===== config.mk =====
export PLATFORM = sky130hd
export DESIGN_NAME = clock_divider_prog
export DESIGN_NICKNAME = d
export VERILOG_FILES = /design/src/rtl/clock_divider_prog.sv
export SDC_FILE = /design/constraint.sdc
export NUM_CORES = 1
export LEC_CHECK = 0
export ABC_CLOCK_PERIOD_IN_PS = 5610
export CORE_MARGIN = 1
export CORE_UTILIZATION = 30
export DETAILED_ROUTE_END_ITERATION = 10
export HOLD_SLACK_MARGIN = 0.03
export SLEW_MARGIN = 10
export SYNTH_ARGS = -nofsm -noshare
export SYNTH_HDL_FRONTEND = slang
export SYNTH_SLANG_ARGS = --single-unit

===== constraint.sdc =====
create_clock -name clkin -period 5.61 [get_ports clkin]
set_clock_uncertainty 0.1 [all_clocks]
set_input_delay 1.122 -clock clkin [delete_from_list [all_inputs] [get_ports clkin]]
set_output_delay 1.122 -clock clkin [all_outputs]
set_load 0.02 [all_outputs]

===== src/rtl/clock_divider_prog.sv =====
// clock_divider_prog: integer clock divider with a runtime divisor that is
// double-buffered and swapped in only at a period boundary (wrap or sync).
module clock_divider_prog #(
    parameter int WIDTH     = 16,
    parameter int RESET_DIV = 2
) (
    input  logic             clkin,
    input  logic             rst_n,
    input  logic             en,
    input  logic             sync_in,
    input  logic [WIDTH-1:0] div_in,
    input  logic             div_wr,
    output logic             div_pending,
    output logic [WIDTH-1:0] div_cur,
    output logic             clkout,
    output logic             tick
);
    localparam logic [WIDTH-1:0] TWO   = WIDTH'(2);
    localparam logic [WIDTH-1:0] RST_D = WIDTH'(RESET_DIV < 2 ? 2 : RESET_DIV);

    logic [WIDTH-1:0] cnt_q, cnt_d, cur_q, cur_d, nxt_q, nxt_d;
    logic             pend_q, pend_d, clk_q, clk_d, tick_q, tick_d;
    logic             wrap, bound;

    always_comb begin
        wrap   = cnt_q == cur_q - WIDTH'(1);
        bound  = sync_in | (en & wrap);
        cnt_d  = sync_in ? '0 : en ? (wrap ? '0 : cnt_q + WIDTH'(1)) : cnt_q;
        cur_d  = (bound & pend_q) ? nxt_q : cur_q;
        // a write on a boundary edge lands in the buffer after the swap
        pend_d = div_wr | (pend_q & ~bound);
        nxt_d  = div_wr ? ((div_in < TWO) ? TWO : div_in) : nxt_q;
        clk_d  = sync_in | (en ? (cnt_d < (cur_d - (cur_d >> 1))) : clk_q);
        tick_d = sync_in | (en & (cnt_d == '0));
    end

    always_ff @(posedge clkin or negedge rst_n) begin
        if (!rst_n) begin
            cnt_q  <= RST_D - WIDTH'(1);
            cur_q  <= RST_D;
            nxt_q  <= RST_D;
            pend_q <= 1'b0;
            clk_q  <= 1'b0;
            tick_q <= 1'b0;
        end else begin
            cnt_q  <= cnt_d;
            cur_q  <= cur_d;
            nxt_q  <= nxt_d;
            pend_q <= pend_d;
            clk_q  <= clk_d;
            tick_q <= tick_d;
        end
    end

    assign div_pending = pend_q;
    assign div_cur     = cur_q;
    assign clkout      = clk_q;
    assign tick        = tick_q;
endmodule


==> impl_metrics.ini, run 1 <==
[power_and_ir_drop]
ir_drop_uv = 148
power_density_mw_per_mm2 = 314
power.leakage_nw = 2.36

[cts]
cts.clk_slew.worst_paths_ns = 0.07
clkLatencyLatePin_ns = 0.29
root_buffer = clkbuf_16
cts_hold_buf = 0
tritoncts = yes
cts.sinks = 51
cts_buffers = 5
ctsHtreeMaxLevel = 2
clk_path_buf_depth = 2

[logic_synthesis]
synth_top_area_share = 0.301
synth-xor-area-share = 0.101
synth-simple-area-share = 0.172
synth-seq-area-share = 0.321
synthCells = 436
avgSynthCellArea_um2 = 9.16
muxShareOfSynthArea = 0.103
synth_top_family_by_area = simple AND/OR/NAND/NOR gates
synth_seq_cells = 51
synth_compound_area_frac = 0.161
synthAdderAreaFrac = 0.0959
mappedNetlistNets = 487
yosysUniqueCellTypes = 63
ys.flop_type = dfrtp_1
synth_top_area_cell = dfrtp_1
synth.area.top_cells = dfrtp_1 (30%), ha_1 (9.1%), mux2_2 (6.2%)
synth-edff-count = 0
yosys_warnings = 0
syn_area_mm2 = 0.00399
synthArstFlopShare = 1.00

[run]
cap_viol_max_count = 0

[placement]
dpl_cell_area_mm2 = 0.00501
io_buffers = 39
post-dp-hpwl_um = 8510
routabilityCongestion = 0.865

[grt]
track_usage = 0.166
antenna_found_initial = 0
grt_overflow = 0
grt_pass1_wl_um = 18400
grt_start_max_net_pins = 52
grt_pass1_vias = 3693

[timing]
min_period_ns = 5.77
tightest_slew_ns = 0.749
fin_hold_ws_ns = 0.410
finalCritPeriodShare = 1.03
setup_violations = 1
rsz0062_at_grt = true
max_freq_mhz = 173
layout_setup_ws_ns = -0.164
hold_violations = 0
report.final.slew_viol_count = 0
maxSlewHeadroom = 0.499

[floorplanning]
ioPinCount = 40
rows = 41
start_util = 0.313
die_w_um = 117
coreArea_mm2 = 0.0128
fp.dieArea_mm2 = 0.0138
dieHeight_um = 117

[finish]
syn_to_final_growth_pct = 35.1
final_common_cell = buf_4
fin_area_mm2 = 0.00540
layout_common_cells = buf_4 (68), nor2_1 (46), dfrtp_1 (45)
drive_gt1_frac = 0.276
antenna_cells = 0
layout.nets = 583

[drt]
ant_nets = 0
drc = 0
first_iter_violations = 125
vias_per_cell = 5.06
wl_per_cell_um = 15.5
wl_um = 11000
vias = 3570
first_pass_iters = 4

[setup_path]
worstSetupStartpointType = register
crit_arrival_ns = 5.90
path_class = reg -> reg
slowest_delay_ns = 0.56
critPathMaxFanout = 5
cp.required_ns = 5.74
cp_cell_sequence = or4_4 -> buf_6 -> or3_4 -> nor4_4 -> a32oi_2 -> a2111oi_4 -> o21ai_4 -> mux2_4 -> ha_2 -> inv_1 -> a21oi_4 -> o21ai_0 -> o21ai_1 -> a211o_2 -> a21oi_4 -> o31ai_4 -> xor2_1 -> ha_1 -> a21o_1 -> a21o_1 -> a2111oi_4 -> o2111ai_1 -> nand3_1
crit_family = compound AO/OA/AOI/OAI gates
path_buf_inv = 2
cp-end-kind = register
crit_slowest_cell = or4_4

[outcome]
violations = setup timing
outcome = complete, but fails checks

[hold_path]
hp-class = reg -> reg
==> per-stage QoR <==
stage               total power, mW  utilization  worst slack [ns]  std cells  TNS [ns]
floorplan                     0.964            -            -0.321        436    -0.321
CTS                            1.68        0.418            -0.170        703    -0.170
detailed placement             1.29        0.392            -0.680        689    -0.680
global placement               1.27        0.392            -0.566        689    -0.566
global route                   1.81        0.422            -0.412        705    -0.412
finish                         1.69        0.422            -0.164        705    -0.164
==> final timing paths <==
check,from,to,slack [ns],depth (start not counted)
min reg2reg,nxt_q[10]$_DFFE_PN0P_,nxt_q[10]$_DFFE_PN0P_,0.41,1
max,div_cur[8]$_DFF_PN0_,clkout$_DFF_PN0_,-0.16,23
min in group asynchronous,rst_n,cnt_q[2]$_DFF_PN0_,0.85,2
max in group asynchronous,rst_n,div_cur[11]$_DFF_PN0_,4.06,2
max reg2reg,div_cur[8]$_DFF_PN0_,clkout$_DFF_PN0_,-0.16,23
min,nxt_q[10]$_DFFE_PN0P_,nxt_q[10]$_DFFE_PN0P_,0.41,1
==> sequential cells by signal, indices dropped and copies added (netlist names) <==
signal	cells
clkout	1
nxt_q	16
cnt_q	16
div_cur	16
div_pending	1
tick	1
==> final cells by class <==
| type | count | area, um2 |
|---|---|---|
| clock buffers | 8 | 156 |
| fillers | 1239 | 7380 |
| inverters | 27 | 101 |
| multi-input cells | 338 | 2720 |
| flip-flops and latches | 51 | 1280 |
| well taps | 172 | 215 |
| repair buffers | 109 | 918 |
==> routing by layer <==
metal / global-route usage / vias up / routed length (um) / part of all wire
met5: 0 / - / 0 / 0
met4: 0.0568 / 0 / 283 / 0.026
met3: 0.0199 / 21 / 294 / 0.027
met2: 0.281 / 80 / 5220 / 0.48
met1: 0.217 / 1709 / 5150 / 0.47
li1: - / 1760 / - / -
==> kinds of logic (layout without fill, tap and decap cells) <==
logic type               Yosys count  count (layout)
adder cells (fa/ha/maj)           30              30
buffers and inverters             47             144
multiplexers                      38              38
XOR/XNOR                          46              46
AO/OA/AOI/OAI                     84              84
flip-flops                        51              51
AND/OR/NAND/NOR                  140             140
==> Yosys cell counts (2+ instances only) <==
library cell / number
a21oi_1: 17
nor2b_1: 4
nor2_1: 48
a21o_1: 8
clkbuf_1: 15
a2111oi_0: 2
o21ai_0: 12
nand3_1: 21
o31ai_1: 2
mux2i_1: 15
xor2_1: 18
o22ai_1: 2
o21a_1: 5
nor4_1: 7
and3_1: 4
nor3_1: 13
dfrtp_1: 48
inv_1: 27
o2111ai_1: 4
nand2_1: 18
o22a_1: 2
a31oi_1: 3
or3_1: 7
xnor2_1: 28
nand4_1: 8
buf_2: 3
nor3b_1: 2
mux2_2: 22
o21bai_1: 4
dfstp_2: 3
ha_1: 29
or2_2: 4
==> worst register-to-register path: stages, from the launching register on <==
cell and delay (ns):
dfrtp_2 0.41, or4_4 0.56, buf_6 0.14, or3_4 0.39, nor4_4 0.24, a32oi_2 0.13, a2111oi_4 0.43, o21ai_4 0.14
mux2_4 0.35, ha_2 0.20, inv_1 0.10, a21oi_4 0.09, o21ai_0 0.18, o21ai_1 0.13, a211o_2 0.40, a21oi_4 0.20
o31ai_4 0.08, xor2_1 0.15, ha_1 0.31, a21o_1 0.17, a21o_1 0.20, a2111oi_4 0.35, o2111ai_1 0.16, nand3_1 0.10
==> report_power, final <==
group | switching (mW) | total, mW | internal, mW | leakage, nW
logic | 0.472 | 0.922 | 0.450 | 1.67
clock network | 0.139 | 0.329 | 0.191 | 0.0772
registers | 0.0350 | 0.443 | 0.408 | 0.621
total | 0.646 | 1.69 | 1.05 | 2.36
==> repair_timing <==
item,CTS,global route
pin swaps,23,7
setup buffers,7,2
gates resized for setup,26,8
hold endpoints to repair,0,0
setup endpoints to repair,1,1
Note: power is estimated with default switching activity, not from simulation.
==> run 2, diff against run 1 <==
Settings changed: ABC_AREA from default to 1, CORE_MARGIN 1 to 3, TNS_END_PERCENT from default to 50.
==> run 2 against run 1 <==
- the flow now finishes without violations
- via count grew 9.2%
- area after synthesis increased by 6.8%
- setup slack gained 0.76 ns
- sequential cell count stayed put
- critical path type is now in -> reg
- largest power group unchanged
- highest routed layer unchanged
==> impl_metrics.ini, run 2 <==
[grt]
met1_usage = 0.194
grt_pass1_vias = 3764
antenna_found_initial = 0
grt_overflow = 0
grtUsageMet2 = 0.238
busiest_layer = met2
grt_start_max_net_pins = 52
track_usage = 0.140
grt_pass1_wl_um = 18100
grtUsageMet3 = 0.0141

[drt]
wl_per_cell_um = 12.9
vias_per_cell = 4.63
wl_um = 10900
ant_nets = 0
first_iter_violations = 185
vias = 3898
first_pass_iters = 5
drc = 0

[timing]
min_period_ns = 5.01
report.final.slew_viol_count = 0
max_freq_mhz = 199
rsz0062_at_grt = false
layout_setup_ws_ns = 0.597
maxSlewHeadroom = 0.339
setup_violations = 0
tightest_slew_ns = 0.988
finalCritPeriodShare = 0.894
finalSetupTns_ns = 0
hold_violations = 0

[logic_synthesis]
synthArstFlopShare = 1.00
synthCells = 618
yosysMostFrequentCell = nand2_1
yosys_warnings = 0
yosysUniqueCellTypes = 38
ys.flop_type = dfrtp_1
avgSynthCellArea_um2 = 6.90
synth_top_cells_by_count = nand2_1 (163), inv_1 (91), nor2_1 (58), dfrtp_1 (48), nand3_1 (44)
synth.area.top_cells = dfrtp_1 (28%), nand2_1 (14%), ha_1 (8.5%)
mappedNetlistNets = 669
syn_area_mm2 = 0.00426
synth-seq-area-share = 0.300
synth-edff-count = 0
synth_top_area_cell = dfrtp_1
synth_seq_cells = 51
synth_top_area_share = 0.282

[floorplanning]
die_w_um = 125
rows = 42
coreArea_mm2 = 0.0136
fp.dieArea_mm2 = 0.0157
dieHeight_um = 125
ioPinCount = 40
start_util = 0.315

[setup_path]
critPathMaxFanout = 9
crit_top_cell = nand2_1
worstSetupStartpointType = primary input
cp.required_ns = 5.69
path_class = in -> reg
crit_slowest_cell = clkdlybuf4s50_1
cp-end-kind = register
slowest_delay_ns = 0.47
crit_arrival_ns = 5.09

[cts]
cts.sinks = 51
cts_hold_buf = 0
clk_path_buf_depth = 2
post_cts_buffers = 0
ctsHtreeMaxLevel = 2
cts.clk_slew.worst_paths_ns = 0.06
clkLatencyLatePin_ns = 0.29
ctsResizeCount = 0
cts_buffers = 5
tritoncts = yes
root_buffer = clkbuf_16

[placement]
io_buffers = 39
post-place-ws_ns = 0.0366
routabilityCongestion = 0.883
post-dp-hpwl_um = 9010

[finish]
syn_to_final_growth_pct = 18.5
fill_cells = 1477
antenna_cells = 0
multi_input_area_mm2 = 0.00258
final_common_cell = nand2_1
regArea_mm2 = 0.00128
drive_gt1_frac = 0.114
layout.nets = 715
layout_common_cells = nand2_1 (163), inv_1 (90), nor2_1 (58)

[outcome]
outcome = finished, final reports clean

[hold_path]
hp-class = reg -> reg

[run]
cap_viol_max_count = 0

[power_and_ir_drop]
power.leakage_nw = 2.49
p_total_mw = 1.40
power_density_mw_per_mm2 = 277
ir_drop_uv = 153
==> run 2: cell types whose count changed after synthesis, sizes merged, moves of 17 or more <==
cell,previous run,this run
mux2,22,1
o21ai,14,39
nor2,48,67
nand3,21,48
xnor2,28,11
nand2,18,194
inv,27,94
==> run 2: cell type report <==
class / count / share of cell area
Timing Repair Buffer: 48 / 0.0897
Inverter: 94 / 0.0706
Tap cell: 176 / 0.0436
Sequential cell: 51 / 0.253
Multi-Input combinational cell: 464 / 0.512
Clock buffer: 8 / 0.0310
==> run 2: worst paths after layout <==
kind / from / cells after the start / end / slack (ns)
max: en / 31 / clkout$_DFF_PN0_ / 0.60
max in group asynchronous: rst_n / 2 / div_cur[4]$_DFF_PN0_ / 4.12
min: nxt_q[1]$_DFFE_PN1P_ / 2 / nxt_q[1]$_DFFE_PN1P_ / 0.40
max reg2reg: div_cur[0]$_DFF_PN0_ / 33 / clkout$_DFF_PN0_ / 0.78
min reg2reg: nxt_q[1]$_DFFE_PN1P_ / 2 / nxt_q[1]$_DFFE_PN1P_ / 0.40
min in group asynchronous: rst_n / 2 / nxt_q[14]$_DFFE_PN0P_ / 0.84
==> run 2: worst max-delay path: cells and delay by family <==
| family | cells | cell delay, ns |
|---|---|---|
| adder cells (fa/ha/maj) | 2 | 0.56 |
| buffers and inverters | 6 | 1.02 |
| AND/OR/NAND/NOR | 18 | 1.49 |
| AO/OA/AOI/OAI | 5 | 0.90 |
==> run 2: power breakdown <==
group          internal, mW  switching [mW]  leakage [nW]
clock network         0.190           0.130        0.0772
registers             0.400          0.0488         0.630
logic                 0.243           0.388          1.78
total                 0.833           0.566          2.49
==> run 2: stage by stage <==
stage	area [um2]	instances	hold slack (ns)	util
2_1_floorplan	4260	618	0.381	-
3_3_place_gp	4880	833	0.392	0.360
3_5_place_dp	4880	833	0.395	0.360
4_1_cts	5040	841	0.405	0.372
5_1_grt	5050	841	0.412	0.373
6_report	5050	841	0.402	0.373
==> run 2: logic make-up (layout without fill, tap and decap cells) <==
logic type / after synthesis / count (layout) / share of synthesized area
and+or+nand+nor: 343 / 343 / 0.379
buffers and inverters: 103 / 150 / 0.0960
AOI/OAI and AO/OA: 68 / 68 / 0.0871
DFF: 51 / 51 / 0.300
adders and majority gates: 30 / 30 / 0.0898
xor gates and xnor gates: 22 / 22 / 0.0452
muxes: 1 / 1 / 0.00264
==> run 2: routing by layer <==
| layer | wire (um) | share of wire |
|---|---|---|
| met2 | 4960 | 0.46 |
| met1 | 5380 | 0.49 |
| met4 | 125 | 0.011 |
| met5 | 0 | 0 |
| met3 | 416 | 0.038 |
==> run 3, diff against run 2 <==
Settings changed: SLEW_MARGIN 10 to default.
==> results of run 3 <==
The final DEF is identical to that of run 2; final timing and power are the same.
